## config.mk

```make
export PLATFORM = sky130hd
export DESIGN_NAME = mw_lsu_flat
export DESIGN_NICKNAME = d
export VERILOG_FILES = /design/src/rtl/lsu_pkg.sv /design/src/rtl/mw_lsu_if.sv /design/src/rtl/lsu_align.sv /design/src/rtl/mw_lsu.sv /design/src/flat_wrapper.sv
export SDC_FILE = /design/constraint.sdc
export NUM_CORES = 1
export LEC_CHECK = 0
export BUFFER_PORTS_ARGS = -buffer_cell sky130_fd_sc_hd__buf_2
export CORE_MARGIN = 2
export CORE_UTILIZATION = 45
export CTS_CLUSTER_SIZE = 12
export DETAILED_ROUTE_END_ITERATION = 10
export GPL_TIMING_DRIVEN = 0
export PLACE_DENSITY = 0.77
export SETUP_SLACK_MARGIN = 0.3
export SLEW_MARGIN = 5
export SYNTH_ARGS = -nofsm -noshare
export SYNTH_HDL_FRONTEND = slang
export SYNTH_SLANG_ARGS = --single-unit
```

## constraint.sdc

```tcl
create_clock -name clk -period 1.8 [get_ports clk]
set_input_delay 0.09 -clock clk [delete_from_list [all_inputs] [get_ports clk]]
set_output_delay 0.09 -clock clk [all_outputs]
set_load 0.03 [all_outputs]
```

## src/rtl/lsu_pkg.sv

```systemverilog
`default_nettype none
// ============================================================================
// Module   : lsu_pkg
// Brief    : Shared types, funct3 encodings and helpers for the MW-stage LSU.
// Revision : 1.0
// ============================================================================
package lsu_pkg;

  typedef enum logic [1:0] {
    IDLE = 2'd0,
    REQ  = 2'd1,
    RESP = 2'd2
  } lsu_state_e;

  localparam logic [2:0] F3_LB  = 3'b000;
  localparam logic [2:0] F3_LH  = 3'b001;
  localparam logic [2:0] F3_LW  = 3'b010;
  localparam logic [2:0] F3_LBU = 3'b100;
  localparam logic [2:0] F3_LHU = 3'b101;

  localparam int CNT_W = 8;
  localparam int BE_W  = 4;

  function automatic logic [31:0] ext8(input logic [7:0] b, input logic sgn);
    return {{24{sgn & b[7]}}, b};
  endfunction

  function automatic logic [31:0] ext16(input logic [15:0] h, input logic sgn);
    return {{16{sgn & h[15]}}, h};
  endfunction

endpackage
`default_nettype wire

```

## src/rtl/mw_lsu_if.sv

```systemverilog
`default_nettype none
// ============================================================================
// Module   : mw_lsu_if
// Brief    : Data-memory request/response bus between the LSU and memory.
// Revision : 1.0
// ============================================================================
interface mw_lsu_if;

  logic                      req_valid_o;
  logic                      req_ready_i;
  logic [31:0]               req_addr_o;
  logic                      req_we_o;
  logic [lsu_pkg::BE_W-1:0]  req_be_o;
  logic [31:0]               req_wdata_o;
  logic                      rsp_valid_i;
  logic [31:0]               rsp_rdata_i;

  modport master (
    output req_valid_o, req_addr_o, req_we_o, req_be_o, req_wdata_o,
    input  req_ready_i, rsp_valid_i, rsp_rdata_i
  );

  modport slave (
    input  req_valid_o, req_addr_o, req_we_o, req_be_o, req_wdata_o,
    output req_ready_i, rsp_valid_i, rsp_rdata_i
  );

endinterface
`default_nettype wire

```

## src/rtl/lsu_align.sv

```systemverilog
`default_nettype none
// ============================================================================
// Module   : lsu_align
// Brief    : Access legality check, store lane generation and load formatting.
// Revision : 1.0
// ============================================================================
module lsu_align
  import lsu_pkg::*;
(
  input  logic [2:0]      i_f3,
  input  logic [1:0]      i_addr_lo,
  input  logic            i_we,
  input  logic [31:0]     i_wdata,
  output logic [BE_W-1:0] o_be,
  output logic [31:0]     o_wdata,
  output logic            o_err,
  input  logic [2:0]      i_ld_f3,
  input  logic [1:0]      i_ld_off,
  input  logic [31:0]     i_rdata,
  output logic [31:0]     o_ld_data
);

  logic        w_misalign;
  logic        w_f3_ok;
  logic [7:0]  w_byte;
  logic [15:0] w_half;

  // Loads read the whole word; only stores narrow the byte enables.
  always_comb begin
    o_be    = '1;
    o_wdata = '0;
    if (i_we) begin
      case (i_f3[1:0])
        2'b00: begin
          o_be    = BE_W'(1) << i_addr_lo;
          o_wdata = {4{i_wdata[7:0]}};
        end
        2'b01: begin
          o_be    = i_addr_lo[1] ? 4'b1100 : 4'b0011;
          o_wdata = {2{i_wdata[15:0]}};
        end
        default: o_wdata = i_wdata;
      endcase
    end
  end

  always_comb begin
    w_misalign = ((i_f3[1:0] == 2'b01) & i_addr_lo[0]) |
                 ((i_f3[1:0] == 2'b10) & (i_addr_lo != 2'b00));
    case (i_f3)
      F3_LB, F3_LH, F3_LW: w_f3_ok = 1'b1;
      F3_LBU, F3_LHU:      w_f3_ok = ~i_we;
      default:             w_f3_ok = 1'b0;
    endcase
    o_err = w_misalign | ~w_f3_ok;
  end

  always_comb begin
    case (i_ld_off)
      2'd0:    w_byte = i_rdata[7:0];
      2'd1:    w_byte = i_rdata[15:8];
      2'd2:    w_byte = i_rdata[23:16];
      default: w_byte = i_rdata[31:24];
    endcase
    w_half = i_ld_off[1] ? i_rdata[31:16] : i_rdata[15:0];
    case (i_ld_f3)
      F3_LB:   o_ld_data = ext8(w_byte, 1'b1);
      F3_LH:   o_ld_data = ext16(w_half, 1'b1);
      F3_LW:   o_ld_data = i_rdata;
      F3_LBU:  o_ld_data = ext8(w_byte, 1'b0);
      F3_LHU:  o_ld_data = ext16(w_half, 1'b0);
      default: o_ld_data = '0;
    endcase
  end

endmodule
`default_nettype wire

```

## src/rtl/mw_lsu.sv

```systemverilog
`default_nettype none
// ============================================================================
// Module   : mw_lsu
// Brief    : MW-stage load/store unit: bus handshake FSM, stall and timeout.
// Revision : 1.0
// ============================================================================
module mw_lsu
  import lsu_pkg::*;
#(
  parameter int TIMEOUT_CYCLES = 255
) (
  input  logic        clk,
  input  logic        rst,
  input  logic        mem_rd_i,
  input  logic        mem_wr_i,
  input  logic [2:0]  funct3_i,
  input  logic [31:0] addr_i,
  input  logic [31:0] wdata_i,
  mw_lsu_if.master    bus,
  output logic        stall_mw_o,
  output logic [31:0] load_data_o,
  output logic        load_valid_o,
  output logic        addr_err_o,
  output logic        bus_err_o
);

  localparam logic [CNT_W-1:0] c_TIMEOUT = CNT_W'(TIMEOUT_CYCLES);

  lsu_state_e       r_state, w_state_nxt;
  logic [CNT_W-1:0] r_cnt, w_cnt_nxt, w_cnt_inc;
  logic [29:0]      r_addr;
  logic             r_we;
  logic [BE_W-1:0]  r_be;
  logic [31:0]      r_wdata;
  logic [2:0]       r_f3;
  logic [1:0]       r_off;

  logic             w_access, w_we, w_chk_err, w_capture, w_timeout, w_req;
  logic [BE_W-1:0]  w_be;
  logic [31:0]      w_wdata, w_ld_data;

  assign w_access  = mem_rd_i | mem_wr_i;
  assign w_we      = mem_wr_i & ~mem_rd_i;
  assign w_cnt_inc = r_cnt + CNT_W'(1);
  // Compare against the incremented count so the error lands on the Nth RESP cycle.
  assign w_timeout = (w_cnt_inc == c_TIMEOUT);

  lsu_align u_align (
    .i_f3      (funct3_i),
    .i_addr_lo (addr_i[1:0]),
    .i_we      (w_we),
    .i_wdata   (wdata_i),
    .o_be      (w_be),
    .o_wdata   (w_wdata),
    .o_err     (w_chk_err),
    .i_ld_f3   (r_f3),
    .i_ld_off  (r_off),
    .i_rdata   (bus.rsp_rdata_i),
    .o_ld_data (w_ld_data)
  );

  always_ff @(posedge clk) begin
    if (rst) begin
      r_state <= IDLE;
      r_cnt   <= '0;
      r_addr  <= '0;
      r_we    <= 1'b0;
      r_be    <= '0;
      r_wdata <= '0;
      r_f3    <= '0;
      r_off   <= '0;
    end else begin
      r_state <= w_state_nxt;
      r_cnt   <= w_cnt_nxt;
      if (w_capture) begin
        r_addr  <= addr_i[31:2];
        r_we    <= w_we;
        r_be    <= w_be;
        r_wdata <= w_wdata;
        r_f3    <= funct3_i;
        r_off   <= addr_i[1:0];
      end
    end
  end

  always_comb begin
    w_state_nxt  = r_state;
    w_cnt_nxt    = '0;
    w_capture    = 1'b0;
    stall_mw_o   = 1'b0;
    addr_err_o   = 1'b0;
    bus_err_o    = 1'b0;
    load_valid_o = 1'b0;
    case (r_state)
      IDLE: begin
        if (w_access) begin
          if (w_chk_err) begin
            addr_err_o = 1'b1;
          end else begin
            w_capture   = 1'b1;
            stall_mw_o  = 1'b1;
            w_state_nxt = REQ;
          end
        end
      end
      REQ: begin
        stall_mw_o = 1'b1;
        if (bus.req_ready_i) w_state_nxt = RESP;
      end
      RESP: begin
        // Completion drops stall so the MW register advances on this edge.
        if (bus.rsp_valid_i) begin
          load_valid_o = ~r_we;
          w_state_nxt  = IDLE;
        end else if (w_timeout) begin
          bus_err_o   = 1'b1;
          w_state_nxt = IDLE;
        end else begin
          stall_mw_o = 1'b1;
          w_cnt_nxt  = w_cnt_inc;
        end
      end
      default: w_state_nxt = IDLE;
    endcase
  end

  assign w_req           = (r_state == REQ);
  assign bus.req_valid_o = w_req;
  assign bus.req_addr_o  = w_req ? {r_addr, 2'b00} : '0;
  assign bus.req_we_o    = w_req & r_we;
  assign bus.req_be_o    = w_req ? r_be : '0;
  assign bus.req_wdata_o = w_req ? r_wdata : '0;
  assign load_data_o     = load_valid_o ? w_ld_data : '0;

endmodule
`default_nettype wire

```

## src/flat_wrapper.sv

```systemverilog
// flat-port wrapper written by rule: the top's interface ports become plain ports
module mw_lsu_flat import lsu_pkg::*;
#(
  parameter int TIMEOUT_CYCLES = 255
)
  (clk, rst, mem_rd_i, mem_wr_i, funct3_i, addr_i, wdata_i, stall_mw_o, load_data_o, load_valid_o, addr_err_o, bus_err_o, bus_req_valid_o, bus_req_addr_o, bus_req_we_o, bus_req_be_o, bus_req_wdata_o, bus_req_ready_i, bus_rsp_valid_i, bus_rsp_rdata_i);
  mw_lsu_if bus_i ();
  input  logic clk;
  input  logic rst;
  input  logic mem_rd_i;
  input  logic mem_wr_i;
  input  logic [2:0] funct3_i;
  input  logic [31:0] addr_i;
  input  logic [31:0] wdata_i;
  output logic stall_mw_o;
  output logic [31:0] load_data_o;
  output logic load_valid_o;
  output logic addr_err_o;
  output logic bus_err_o;
  output wire logic [$bits(bus_i.req_valid_o)-1:0] bus_req_valid_o;
  output wire logic [$bits(bus_i.req_addr_o)-1:0] bus_req_addr_o;
  output wire logic [$bits(bus_i.req_we_o)-1:0] bus_req_we_o;
  output wire logic [$bits(bus_i.req_be_o)-1:0] bus_req_be_o;
  output wire logic [$bits(bus_i.req_wdata_o)-1:0] bus_req_wdata_o;
  input wire logic [$bits(bus_i.req_ready_i)-1:0] bus_req_ready_i;
  input wire logic [$bits(bus_i.rsp_valid_i)-1:0] bus_rsp_valid_i;
  input wire logic [$bits(bus_i.rsp_rdata_i)-1:0] bus_rsp_rdata_i;
  assign bus_req_valid_o = bus_i.req_valid_o;
  assign bus_req_addr_o = bus_i.req_addr_o;
  assign bus_req_we_o = bus_i.req_we_o;
  assign bus_req_be_o = bus_i.req_be_o;
  assign bus_req_wdata_o = bus_i.req_wdata_o;
  assign bus_i.req_ready_i = bus_req_ready_i;
  assign bus_i.rsp_valid_i = bus_rsp_valid_i;
  assign bus_i.rsp_rdata_i = bus_rsp_rdata_i;
  mw_lsu #(.TIMEOUT_CYCLES(TIMEOUT_CYCLES)) u_core (.clk(clk), .rst(rst), .mem_rd_i(mem_rd_i), .mem_wr_i(mem_wr_i), .funct3_i(funct3_i), .addr_i(addr_i), .wdata_i(wdata_i), .bus(bus_i), .stall_mw_o(stall_mw_o), .load_data_o(load_data_o), .load_valid_o(load_valid_o), .addr_err_o(addr_err_o), .bus_err_o(bus_err_o));
endmodule
```

==> qor.yml, run 1 <==
yosys:
  synth_ff_type: "dfxtp_1"
  synth.distinct_cells: 48
  synth-async-reset-ratio_pct: 0
  synthAdderAreaFrac_pct: 0.546
  ys_seq_area_share_pct: 35.8
  yosysTopAreaCell: "dfxtp_1"
  postSynthAreaPerCell_um2: 8.02
  synthXorXnorAreaFrac_pct: 1.15
  synth_most_common_cell: "nand2_1"
  synth_edf_count: 0
  synth_top_family_by_area: "simple AND/OR/NAND/NOR gates"
  syn_area_um2: 4580
  synth-simple-area-share_pct: 26.9
  netlist.area_leader.share_pct: 35.8
  synth_commonest_cells: "99 x nand2_1, 82 x dfxtp_1, 68 x and2_1"
  syn_inst: 571
  synth-seq-cells: 82
  yosys_warnings: 0
  synthTopCellsByArea: "dfxtp_1 36%, and2_1 9.3%, nand2_1 8.1%"
  synthMuxAreaShare_pct: 9.59
  synth_compound_area_share_pct: 19.8
timing:
  endpoint_type: "top-level output"
  worstEndpointGrtRepair: "load_data_o[3]"
die:
  num_io_pins: 211
  start_util_pct: 46.6
  die_w_um: 105
  rows: 36
  die_h_um: 105
clock_tree:
  htreeDepth: 3
  cts_root_buf: "clkbuf_8"
  cts_sinks: 82
  cts_made_buffers: 9
  clockBufferDepth: 2
global_routing:
  overflow: 472
  grt.total_usage_pct: 87.3
  antenna_found_initial: 5
  grt_start_max_net_pins: 16
outcome:
  stop_stage: "global routing (5_1_grt)"
  error: "[ERROR GRT-0232] Routing congestion too high. Check the congestion heatmap in the GUI."
  run_status: "did not finish"
placed_design:
  dp_hpwl_um: 11300
  gp_congestion: 0.888
  port_buffers: 207
## per-layer routing
metal / overflow / global-route usage (%)
met4: 146 / 100
met1: 1 / 80.8
met3: 3 / 68.1
met2: 322 / 110
met5: 0 / 10.5
## logic make-up after synthesis
group / count (synthesis)
other: 1
buffers and inverters: 54
AOI/OAI and AO/OA: 138
DFF: 82
xor gates and xnor gates: 6
and+or+nand+nor: 255
muxes: 33
adders and majority gates: 2
## timing repair
| action | 4_1_cts |
|---|---|
| hold endpoints to repair | 31 |
| hold buffers | 31 |
| gates cloned | 7 |
| resized for setup | 375 |
| setup buffers | 28 |
| setup endpoints to repair | 183 |
| pin swaps | 69 |
## per-stage QoR
stage	instances	instance area (um^2)	util, %	setup WS [ns]	hold WS (ns)
detailed placement	912	6230	63.5	-0.129	0.338
global placement	912	6230	63.5	-0.105	0.334
CTS	994	8250	84.0	-0.243	0.00418
floorplan	572	5030	-	0.171	0.218
==> run 2, diff against run 1 <==
Settings changed: CORE_UTILIZATION 45 to 30, CTS_CLUSTER_SIZE 12 to default, PLACE_DENSITY 0.77 to default, PLACE_DENSITY_LB_ADDON from default to 0.15, SETUP_SLACK_MARGIN 0.3 to default.
==> qor.yml, run 2 <==
outcome:
  run_status: "finished with violations"  # was did not finish
  violations: "negative setup slack"
worst_setup_path:
  worst-path-buf-inv: 2
  path_class: "register to output port"
  reg2reg_from: "u_core.r_cnt[1]$_SDFF_PP0_"
  worst_ep_arrival_time_ns: 1.97
  max_stage_delay_ns: 0.50
  reg2reg_slack_ns: 0.06
  crit_required_ns: 1.71
  worstSetupStartpointType: "register"
  path_max_fanout: 4
  crit_chain: "buf_4, mux4_2, a222oi_1, nor2_1, buf_4"
  r2r_end: "u_core.r_cnt[2]$_SDFF_PP0_"
  critical_path.top_delay_family: "multiplexers"
  crit_slowest_cell: "mux4_2"
  crit_path_end_kind: "output port"
  r2r_cells: 7
  crit_top_cell: "buf_4"
timing:
  fin_ws_ns: -0.263
  worstMarginPinSlew_ns: 0.724
  min_period_over_period_pct: 115
  final-max-slew-violation-count: 0
  slew_headroom_pct: 51.6
  grt_setup_unrepaired: "true"
  finClkSkew_ns: 0.00595
  fmax_mhz: 485
  period_needed_ns: 2.06
  hold_violations: 0
  finalSetupViolCount: 34
die:
  num_io_pins: 211  # unchanged
  dieArea_um2: 16300
  die_w_um: 128  # was 105 um
  design.core.area_um2: 15000
  start_util_pct: 30.5  # was 46.6%
  rows: 45  # was 36
  die_h_um: 128  # was 105 um
placed_design:
  place_worst_setup_slack_ns: -0.247  # was -0.129 ns
  port_buffers: 207  # unchanged
  dp_hpwl_um: 12100  # was 11,300 um
  gp_congestion: 0.878  # was 0.888
finish:
  num_antenna_cells: 0
  layout.nets: 965
  top_register: "u_core.r_wdata"
  drive_gt1_share_pct: 45.9
  largest_reg_flops: 32
  layout_common_cells: "166 x buf_2, 98 x nand2_1, 71 x dfxtp_1"
  top_regs: "u_core.r_wdata x32, u_core.r_addr x30, u_core.r_cnt x8"
  nFillCells: 1477
  finalCoreUtilization_pct: 49.6
  synthToLayoutAreaGrowth_pct: 62.9
  layout_commonest_cell: "buf_2"
detailed_routing:
  wl_met2_um: 8860
  drc: 0
  wl_met1_um: 7340
  via_per_inst: 5.02
  drt-total-wl_um: 17600
  top_layer: "met4"
  via_count: 5273
  wl_met3_um: 1060
  firstDrtPassIters: 5
  wire_per_inst_um: 16.7
  drt_iter0_drc: 287
  ant_nets: 0
clock_tree:
  cts_made_buffers: 9  # unchanged
  htreeDepth: 3  # unchanged
  clock_latency_ns: 0.35
  clockBufferDepth: 2  # unchanged
  cts_sinks: 82  # unchanged
  path_clk_slew_ns: 0.07
  cts_tree: "built"
  cts_root_buf: "clkbuf_16"  # was clkbuf_8
yosys:
  syn_inst: 571  # unchanged
  yosys_warnings: 0  # unchanged
  ys_seq_area_share_pct: 35.8  # unchanged
  yosysTopAreaCell: "dfxtp_1"  # unchanged
  synthTopCellsByArea: "dfxtp_1 36%, and2_1 9.3%, nand2_1 8.1%"  # unchanged
  synth.distinct_cells: 48  # unchanged
  synth_ff_type: "dfxtp_1"  # unchanged
  netlist.area_leader.share_pct: 35.8  # unchanged
  postSynthAreaPerCell_um2: 8.02  # unchanged
  synth_commonest_cells: "99 x nand2_1, 82 x dfxtp_1, 68 x and2_1"  # unchanged
  synth_edf_count: 0  # unchanged
  syn_area_um2: 4580  # unchanged
  synth-async-reset-ratio_pct: 0  # unchanged
  synth-seq-cells: 82  # unchanged
  synth_most_common_cell: "nand2_1"  # unchanged
global_routing:
  grt_start_max_net_pins: 16
  grt.total_usage_pct: 21.0
  antenna_found_initial: 0
  grt_first_pass_wirelength_um: 27000
  grt_pass1_vias: 5244
  overflow: 0
power_and_ir_drop:
  p_sw_w: 0.00150
  swShare_pct: 30.7
  seq_power_share_pct: 39.6
  clockPowerShare_pct: 36.9
  fin_total_pwr_w: 0.00491
  total_leakage_power_nw: 3.25
  power_density_nw_per_um2: 658
  p_comb_share_pct: 23.5
  vdd_drop_max_v: 0.000517
  power.internal_w: 0.00340
hold_path:
  hp-start: "addr_i[1]"
  min_to: "u_core.r_off[1]$_SDFFE_PP0P_"
  min_path_cells: 3
  worstHoldPathType: "primary input to register"
run:
  drv_cap: 0
run 2: cell counts after synthesis:
No cell type changed its count.
run 2: worst max-delay path by stage:
stage                                               from            endpoint  slack (ns)  depth (start not counted)
final                       u_core.r_off[0]$_SDFFE_PP0P_      load_data_o[0]       -0.26                          5
after global routing        u_core.r_off[0]$_SDFFE_PP0P_      load_data_o[0]       -0.34                          5
after CTS                   u_core.r_off[0]$_SDFFE_PP0P_      load_data_o[1]       -0.20                          5
after detailed placement  u_core.r_state[1]$_SDFFE_PP0P_  bus_req_addr_o[16]       -0.25                          6
after global placement    u_core.r_state[1]$_SDFFE_PP0P_  bus_req_addr_o[16]       -0.25                          6
after floorplan               u_core.r_cnt[0]$_SDFF_PP0_           bus_err_o       0.006                          5
run 2: final cells by class:
cell class,instances,area [um^2],share of cell area (%)
repair buffers,280,1920,25.8
plain buffers,44,329,4.41
inverters,5,21.3,0.285
clock inverters,6,48.8,0.654
clock buffers,10,239,3.20
multi-input cells,436,2990,40.1
flip-flops and latches,82,1670,22.4
well taps,188,235,3.15
run 2: metrics by stage:
step | hold WS, ns | cell area, um^2 | cells | setup TNS [ns]
finish | 0.0302 | 7460 | 1051 | -3.12
global route | 0.0301 | 7460 | 1051 | -5.17
CTS | 0.0206 | 7320 | 1047 | -3.47
detailed placement | 0.338 | 5860 | 967 | -6.13
global placement | 0.333 | 5860 | 967 | -5.69
floorplan | 0.226 | 4590 | 572 | 0
run 2: metal layers:
layer | vias up | GRT usage [%]
met1 | 2495 | 25.6
met5 | - | 0
met4 | 0 | 7.18
li1 | 2546 | -
met3 | 21 | 4.48
met2 | 211 | 36.8
run 2: power by group through the flow:
stage | combinational, W | sequential, W | clock, W
after floorplan | 0.000570 | 0.00197 | 0
after global placement | 0.000885 | 0.00198 | 0
after detailed placement | 0.000902 | 0.00198 | 0
after CTS | 0.00112 | 0.00194 | 0.00185
after global routing | 0.00124 | 0.00195 | 0.00194
final | 0.00115 | 0.00194 | 0.00181
run 2: timing repair:
action / in CTS / in global routing
gates cloned: 3 / 0
setup buffers: 34 / 7
endpoints found under the hold margin: 31 / 0
pin swaps: 20 / 16
hold buffers: 31 / 0
gates resized for setup: 173 / 44
endpoints found under the setup margin: 110 / 123
run 2: cells by family after synthesis:
| family | Yosys count | share of synthesized area, % |
|---|---|---|
| and+or+nand+nor | 255 | 26.9 |
| AOI/OAI and AO/OA | 138 | 19.8 |
| DFF | 82 | 35.8 |
| buffers and inverters | 54 | 6.06 |
| muxes | 33 | 9.59 |
| xor gates and xnor gates | 6 | 1.15 |
| adders and majority gates | 2 | 0.546 |
| other | 1 | 0.0819 |
run 2: worst min-delay path, cell delays in order:
cell and delay [ns]:
buf_2 0.13, nand2_1 0.07, a21oi_2 0.04
Note: power is estimated with default switching activity, not from simulation.
==> run 3, diff against run 2 <==
Clock period 1.8 ns to 2 ns, I/O delays scaled along.
==> qor.yml, run 3 (synthesis results as in run 2) <==
timing:
  final-max-slew-violation-count: 0  # unchanged
  finClkSkew_ns: 0.00460  # was 0.00595 ns
  slew_headroom_pct: 52.6  # was 51.6%
  finalSetupViolCount: 0  # was 34
  worstMarginPinSlew_ns: 0.708  # was 0.724 ns
  fmax_mhz: 502
  period_needed_ns: 1.99
  grt_setup_unrepaired: "true"  # unchanged
  hold_violations: 0  # unchanged
  timing.hold.ws_ns: 0.0181  # was 0.0302 ns
  min_period_over_period_pct: 99.6
detailed_routing:
  drc: 0  # unchanged
  firstDrtPassIters: 5  # unchanged
  via_per_inst: 5.00  # was 5.02
  drt-total-wl_um: 16700  # was 17,600 um
  wire_per_inst_um: 16.2  # was 16.7 um
  drt_iter0_drc: 263  # was 287
  ant_nets: 0  # unchanged
  via_count: 5128  # was 5,273
placed_design:
  dp_hpwl_um: 12100  # unchanged
  port_buffers: 207  # unchanged
  gp_congestion: 0.878  # unchanged
clock_tree:
  path_clk_slew_ns: 0.07  # about the same
  clock_latency_ns: 0.35  # about the same
  cts_made_buffers: 9  # unchanged
  htreeDepth: 3  # unchanged
  cts_sinks: 82  # unchanged
  clockBufferDepth: 2  # unchanged
  cts_root_buf: "clkbuf_16"  # unchanged
  cts_tree: "built"  # unchanged
finish:
  top_regs: "u_core.r_wdata x32, u_core.r_addr x30, u_core.r_cnt x8"  # unchanged
  num_antenna_cells: 0  # unchanged
  seq_area_um2: 1670  # about the same
  top_register: "u_core.r_wdata"  # unchanged
  multi_input_comb_area_um2: 2800  # was 2990 um^2
  layout_common_cells: "207 x buf_2, 99 x nand2_1, 73 x dfxtp_1"  # was 166 x buf_2, 98 x nand2_1, 71 x dfxtp_1
  synthToLayoutAreaGrowth_pct: 48.7  # was 62.9%
  nFillCells: 1541  # was 1,477
  drive_gt1_share_pct: 39.5  # was 45.9%
  layout_commonest_cell: "buf_2"  # unchanged
  largest_reg_flops: 32  # unchanged
  layout.nets: 940  # was 965
power_and_ir_drop:
  vdd_drop_max_v: 0.000461  # was 0.000517 V
  fin_total_pwr_w: 0.00429  # was 0.00491 W
  power_density_nw_per_um2: 630  # was 658 nW/um^2
  total_leakage_power_nw: 3.08  # was 3.25 nW
global_routing:
  antenna_found_initial: 0  # unchanged
  grt.total_usage_pct: 20.0  # was 21.0%
  grt_first_pass_wirelength_um: 25600  # was 27,000 um
  grt_pass1_vias: 4964  # was 5,244
  overflow: 0  # unchanged
  grt_start_max_net_pins: 16  # unchanged
worst_setup_path:
  worst_ep_arrival_time_ns: 1.89  # was 1.97 ns
  crit_path_end_kind: "output port"  # unchanged
  crit_top_cell: "buf_2"  # was buf_4
  path_max_fanout: 4  # unchanged
  max_stage_delay_ns: 0.51  # was 0.50 ns
  worstSetupStartpointType: "register"  # unchanged
  crit_chain: "buf_2, mux4_2, a222oi_1, nor2_1, buf_2"  # was buf_4, mux4_2, a222oi_1, nor2_1, buf_4
  crit_slowest_cell: "mux4_2"  # unchanged
  crit_required_ns: 1.90  # was 1.71 ns
  path_class: "register to output port"  # unchanged
die:
  design.core.area_um2: 15000  # unchanged
  die_h_um: 128  # unchanged
  rows: 45  # unchanged
  dieArea_um2: 16300  # unchanged
  start_util_pct: 30.5  # unchanged
  die_w_um: 128  # unchanged
  num_io_pins: 211  # unchanged
run:
  drv_cap: 0  # unchanged
hold_path:
  worstHoldPathType: "primary input to register"  # unchanged
outcome:
  run_status: "finished clean"  # was finished with violations
[run 3: changes by cell type in the layout (fill, tap and decap cells not counted), sizes merged]
cell,change
dlygate4sd3,-1
buf,-24
[run 3: stage by stage]
step / instance area [um^2] / util [%] / std cells / TNS [ns] / setup WS, ns
after detailed placement: 5860 / 39.0 / 967 / -0.397 / -0.0574
after global routing: 6810 / 45.3 / 1026 / -0.292 / -0.0893
after floorplan: 4590 / - / 572 / 0 / 0.196
final: 6810 / 45.3 / 1026 / 0 / 0.00885
after global placement: 5860 / 39.0 / 967 / -0.388 / -0.0582
after CTS: 6670 / 44.3 / 1021 / -0.0418 / -0.0193
[run 3: area by class of cell]
| type | count | area share [%] |
|---|---|---|
| inverters | 5 | 0.275 |
| well taps | 188 | 3.45 |
| repair buffers | 252 | 21.7 |
| multi-input cells | 436 | 41.1 |
| clock inverters | 6 | 0.716 |
| plain buffers | 47 | 4.85 |
| clock buffers | 10 | 3.51 |
| flip-flops and latches | 82 | 24.4 |
[run 3: path summary, 6_finish.rpt]
check | startpoint | endpoint | slack, ns | depth (start not counted)
worst max-delay path | u_core.r_off[0]$_SDFFE_PP0P_ | load_data_o[0] | 0.009 | 5
worst min-delay path | funct3_i[2] | u_core.r_f3[2]$_SDFFE_PP0P_ | 0.02 | 3
worst max register to register | u_core.r_cnt[0]$_SDFF_PP0_ | u_core.r_cnt[3]$_SDFF_PP0_ | 0.24 | 7
worst min register to register | u_core.r_addr[18]$_SDFFE_PP0P_ | u_core.r_addr[18]$_SDFFE_PP0P_ | 0.45 | 2
[run 3: critical path, delay by kind of cell (launching register included)]
kind | cells | cell delay (ns)
buffers and inverters | 2 | 0.36
muxes | 1 | 0.51
and+or+nand+nor | 1 | 0.07
AOI/OAI and AO/OA | 1 | 0.25
DFF | 1 | 0.37
[run 3: report_power, final]
group	internal [W]	leakage (nW)	switching, W
clock	0.000888	0.137	0.000737
sequential	0.00170	0.672	0.0000434
combinational	0.000408	2.27	0.000513
total	0.00300	3.08	0.00129
[run 3: layer usage]
metal  share of wire (%)  vias up  track usage (%)
met1                  42     2399             25.0
met3                 7.6       19             4.44
met2                  49      221             34.3
met5                   0        -                0
li1                    -     2489                -
met4                 1.8        0             6.33
[run 3: timing repair]
action	in CTS	in global routing
setup buffers	9	5
pin swaps	9	10
hold buffers	30	0
hold endpoints to repair	30	0
gates resized for setup	46	45
setup endpoints to repair	81	57
cloned	1	0
==> run 4, diff against run 3 <==
==> constraint.sdc (replaced) <==
create_clock -name clk -period 2 [get_ports clk]
set_input_delay 0.1 -clock clk [delete_from_list [all_inputs] [get_ports clk]]
set_output_delay 0.1 -clock clk [all_outputs]
set_load 0.05 [all_outputs]
==> qor.yml, run 4 (synthesis results as in run 2) <==
outcome:
  run_status: "finished clean"  # unchanged
clock_tree:
  clockBufferDepth: 2  # unchanged
  cts_made_buffers: 9  # unchanged
  cts_root_buf: "clkbuf_16"  # unchanged
  cts_tree: "built"  # unchanged
  path_clk_slew_ns: 0.06  # was 0.07 ns
  htreeDepth: 3  # unchanged
  cts_sinks: 82  # unchanged
  clock_latency_ns: 0.34  # was 0.35 ns
worst_setup_path:
  crit_required_ns: 1.90  # about the same
  reg2reg_slack_ns: 0.24  # about the same
  worstSetupStartpointType: "register"  # unchanged
  crit_chain: "ha_4, xor2_2, nor2b_4, nand3_4, o31ai_4, nand3_1, buf_6"  # was buf_2, mux4_2, a222oi_1, nor2_1, buf_2
  crit_slowest_cell: "dfxtp_4"  # was mux4_2
  path_max_fanout: 4  # unchanged
  worst-path-buf-inv: 1  # was 2
  path_class: "register to output port"  # unchanged
  critical_path.top_delay_family: "simple AND/OR/NAND/NOR gates"  # was multiplexers
  r2r_cells: 7  # unchanged
  crit_path_end_kind: "output port"  # unchanged
  worst_ep_arrival_time_ns: 1.88  # was 1.89 ns
  max_stage_delay_ns: 0.37  # was 0.51 ns
  worstSetupPathDepth: 7  # was 5
detailed_routing:
  firstDrtPassIters: 5  # unchanged
  drc: 0  # unchanged
  wire_per_inst_um: 16.0  # was 16.2 um
  via_per_inst: 4.96  # was 5.00
  ant_nets: 0  # unchanged
  drt-total-wl_um: 16400  # was 16,700 um
  via_count: 5086  # was 5,128
  drt_iter0_drc: 302  # was 263
placed_design:
  port_buffers: 207  # unchanged
  placed_cells_incl_taps: 967  # unchanged
  gp_congestion: 0.867  # was 0.878
  dp_hpwl_um: 12200  # was 12,100 um
power_and_ir_drop:
  fin_total_pwr_w: 0.00451  # was 0.00429 W
  vdd_drop_max_v: 0.000380  # was 0.000461 V
  total_leakage_power_nw: 3.08  # about the same
  power_density_nw_per_um2: 648  # was 630 nW/um^2
finish:
  num_antenna_cells: 0  # unchanged
  finalCoreUtilization_pct: 46.3  # was 45.3%
  synthToLayoutAreaGrowth_pct: 51.9  # was 48.7%
  largest_reg_flops: 32  # unchanged
  layout_common_cells: "166 x buf_2, 98 x nand2_1, 72 x dfxtp_1"  # was 207 x buf_2, 99 x nand2_1, 73 x dfxtp_1
  top_regs: "u_core.r_wdata x32, u_core.r_addr x30, u_core.r_cnt x8"  # unchanged
  instances_no_fill: 1025  # was 1,026
  top_register: "u_core.r_wdata"  # unchanged
  drive_gt1_share_pct: 39.7  # was 39.5%
  layout_commonest_cell: "buf_2"  # unchanged
  layout.nets: 939  # was 940
global_routing:
  overflow: 0  # unchanged
  grt.total_usage_pct: 19.5  # was 20.0%
  grt_pass1_vias: 4890  # was 4,964
  antenna_found_initial: 0  # unchanged
  grt_first_pass_wirelength_um: 25000  # was 25,600 um
  grt_start_max_net_pins: 14  # was 16
timing:
  min_period_over_period_pct: 98.8  # was 99.6%
  period_needed_ns: 1.98  # was 1.99 ns
  worstMarginPinSlew_ns: 0.657  # was 0.708 ns
  tns_ns: 0  # unchanged
  final-max-slew-violation-count: 0  # unchanged
  finalSetupViolCount: 0  # unchanged
  fmax_mhz: 506  # was 502 MHz
  finClkSkew_ns: 0.00456  # was 0.00460 ns
  hold_violations: 0  # unchanged
  grt_setup_unrepaired: "true"  # unchanged
  slew_headroom_pct: 56.2  # was 52.6%
die:
  die_h_um: 128  # unchanged
  dieArea_um2: 16300  # unchanged
  die_w_um: 128  # unchanged
  num_io_pins: 211  # unchanged
  rows: 45  # unchanged
  start_util_pct: 30.5  # unchanged
  design.core.area_um2: 15000  # unchanged
hold_path:
  min_path_cells: 3  # unchanged
  worstHoldPathType: "primary input to register"  # unchanged
run:
  drv_cap: 0  # unchanged
## run 4: worst reg2reg max path: cells and delay by family, from the launching register on
family / cells / cell delay [ns]
xor+xnor: 1 / 0.15
flops: 1 / 0.37
fa+ha+maj: 1 / 0.16
buf+inv: 1 / 0.17
simple gates: 3 / 0.39
compound gates: 1 / 0.39
## run 4: cell type report
type | instances | area, um^2
buffer | 47 | 323
sequential | 82 | 1670
clock buffer | 12 | 236
tap | 188 | 235
fill | 1515 | 8080
clock inverter | 4 | 76.3
multi-input combinational | 436 | 2810
inverter | 5 | 18.8
timing repair buffer | 251 | 1590
## run 4: path summary, 6_finish.rpt
| check | to | from |
|---|---|---|
| max | stall_mw_o | u_core.r_cnt[0]$_SDFF_PP0_ |
| min | u_core.r_addr[25]$_SDFFE_PP0P_ | addr_i[27] |
| max reg2reg | u_core.r_cnt[2]$_SDFF_PP0_ | u_core.r_cnt[0]$_SDFF_PP0_ |
| min reg2reg | u_core.r_addr[29]$_SDFFE_PP0P_ | u_core.r_addr[29]$_SDFFE_PP0P_ |
## run 4: where the power goes
group	leakage (nW)	switching, W	internal, W
Sequential	0.673	0.0000427	0.00170
Clock	0.147	0.000682	0.00110
Combinational	2.26	0.000560	0.000419
Total	3.08	0.00128	0.00322
## run 4: per-stage QoR
step | cell area, um^2 | hold slack [ns] | setup WS (ns)
2_1_floorplan | 4600 | 0.236 | -0.105
4_1_cts | 6790 | 0.000439 | 0.00183
5_1_grt | 6960 | 0.0143 | -0.0983
3_3_place_gp | 5870 | 0.343 | -0.111
6_report | 6960 | 0.0111 | 0.0238
3_5_place_dp | 5870 | 0.348 | -0.121
## run 4: routing by layer
metal / vias to the layer above / share of wire [%] / GRT usage [%]
li1: 2482 / - / -
met2: 202 / 49 / 34.0
met4: 0 / 1.7 / 6.72
met3: 20 / 6.2 / 3.52
met5: - / 0 / 0
met1: 2382 / 43 / 24.1
## run 4: timing repair
action                                 4_1_cts  5_1_grt
setup endpoints to repair                   81       82
gates cloned                                 1        1
pin swaps                                    9       13
endpoints found under the hold margin       24        2
setup buffers                               14        2
hold buffers                                24        2
gates resized for setup                     91       53
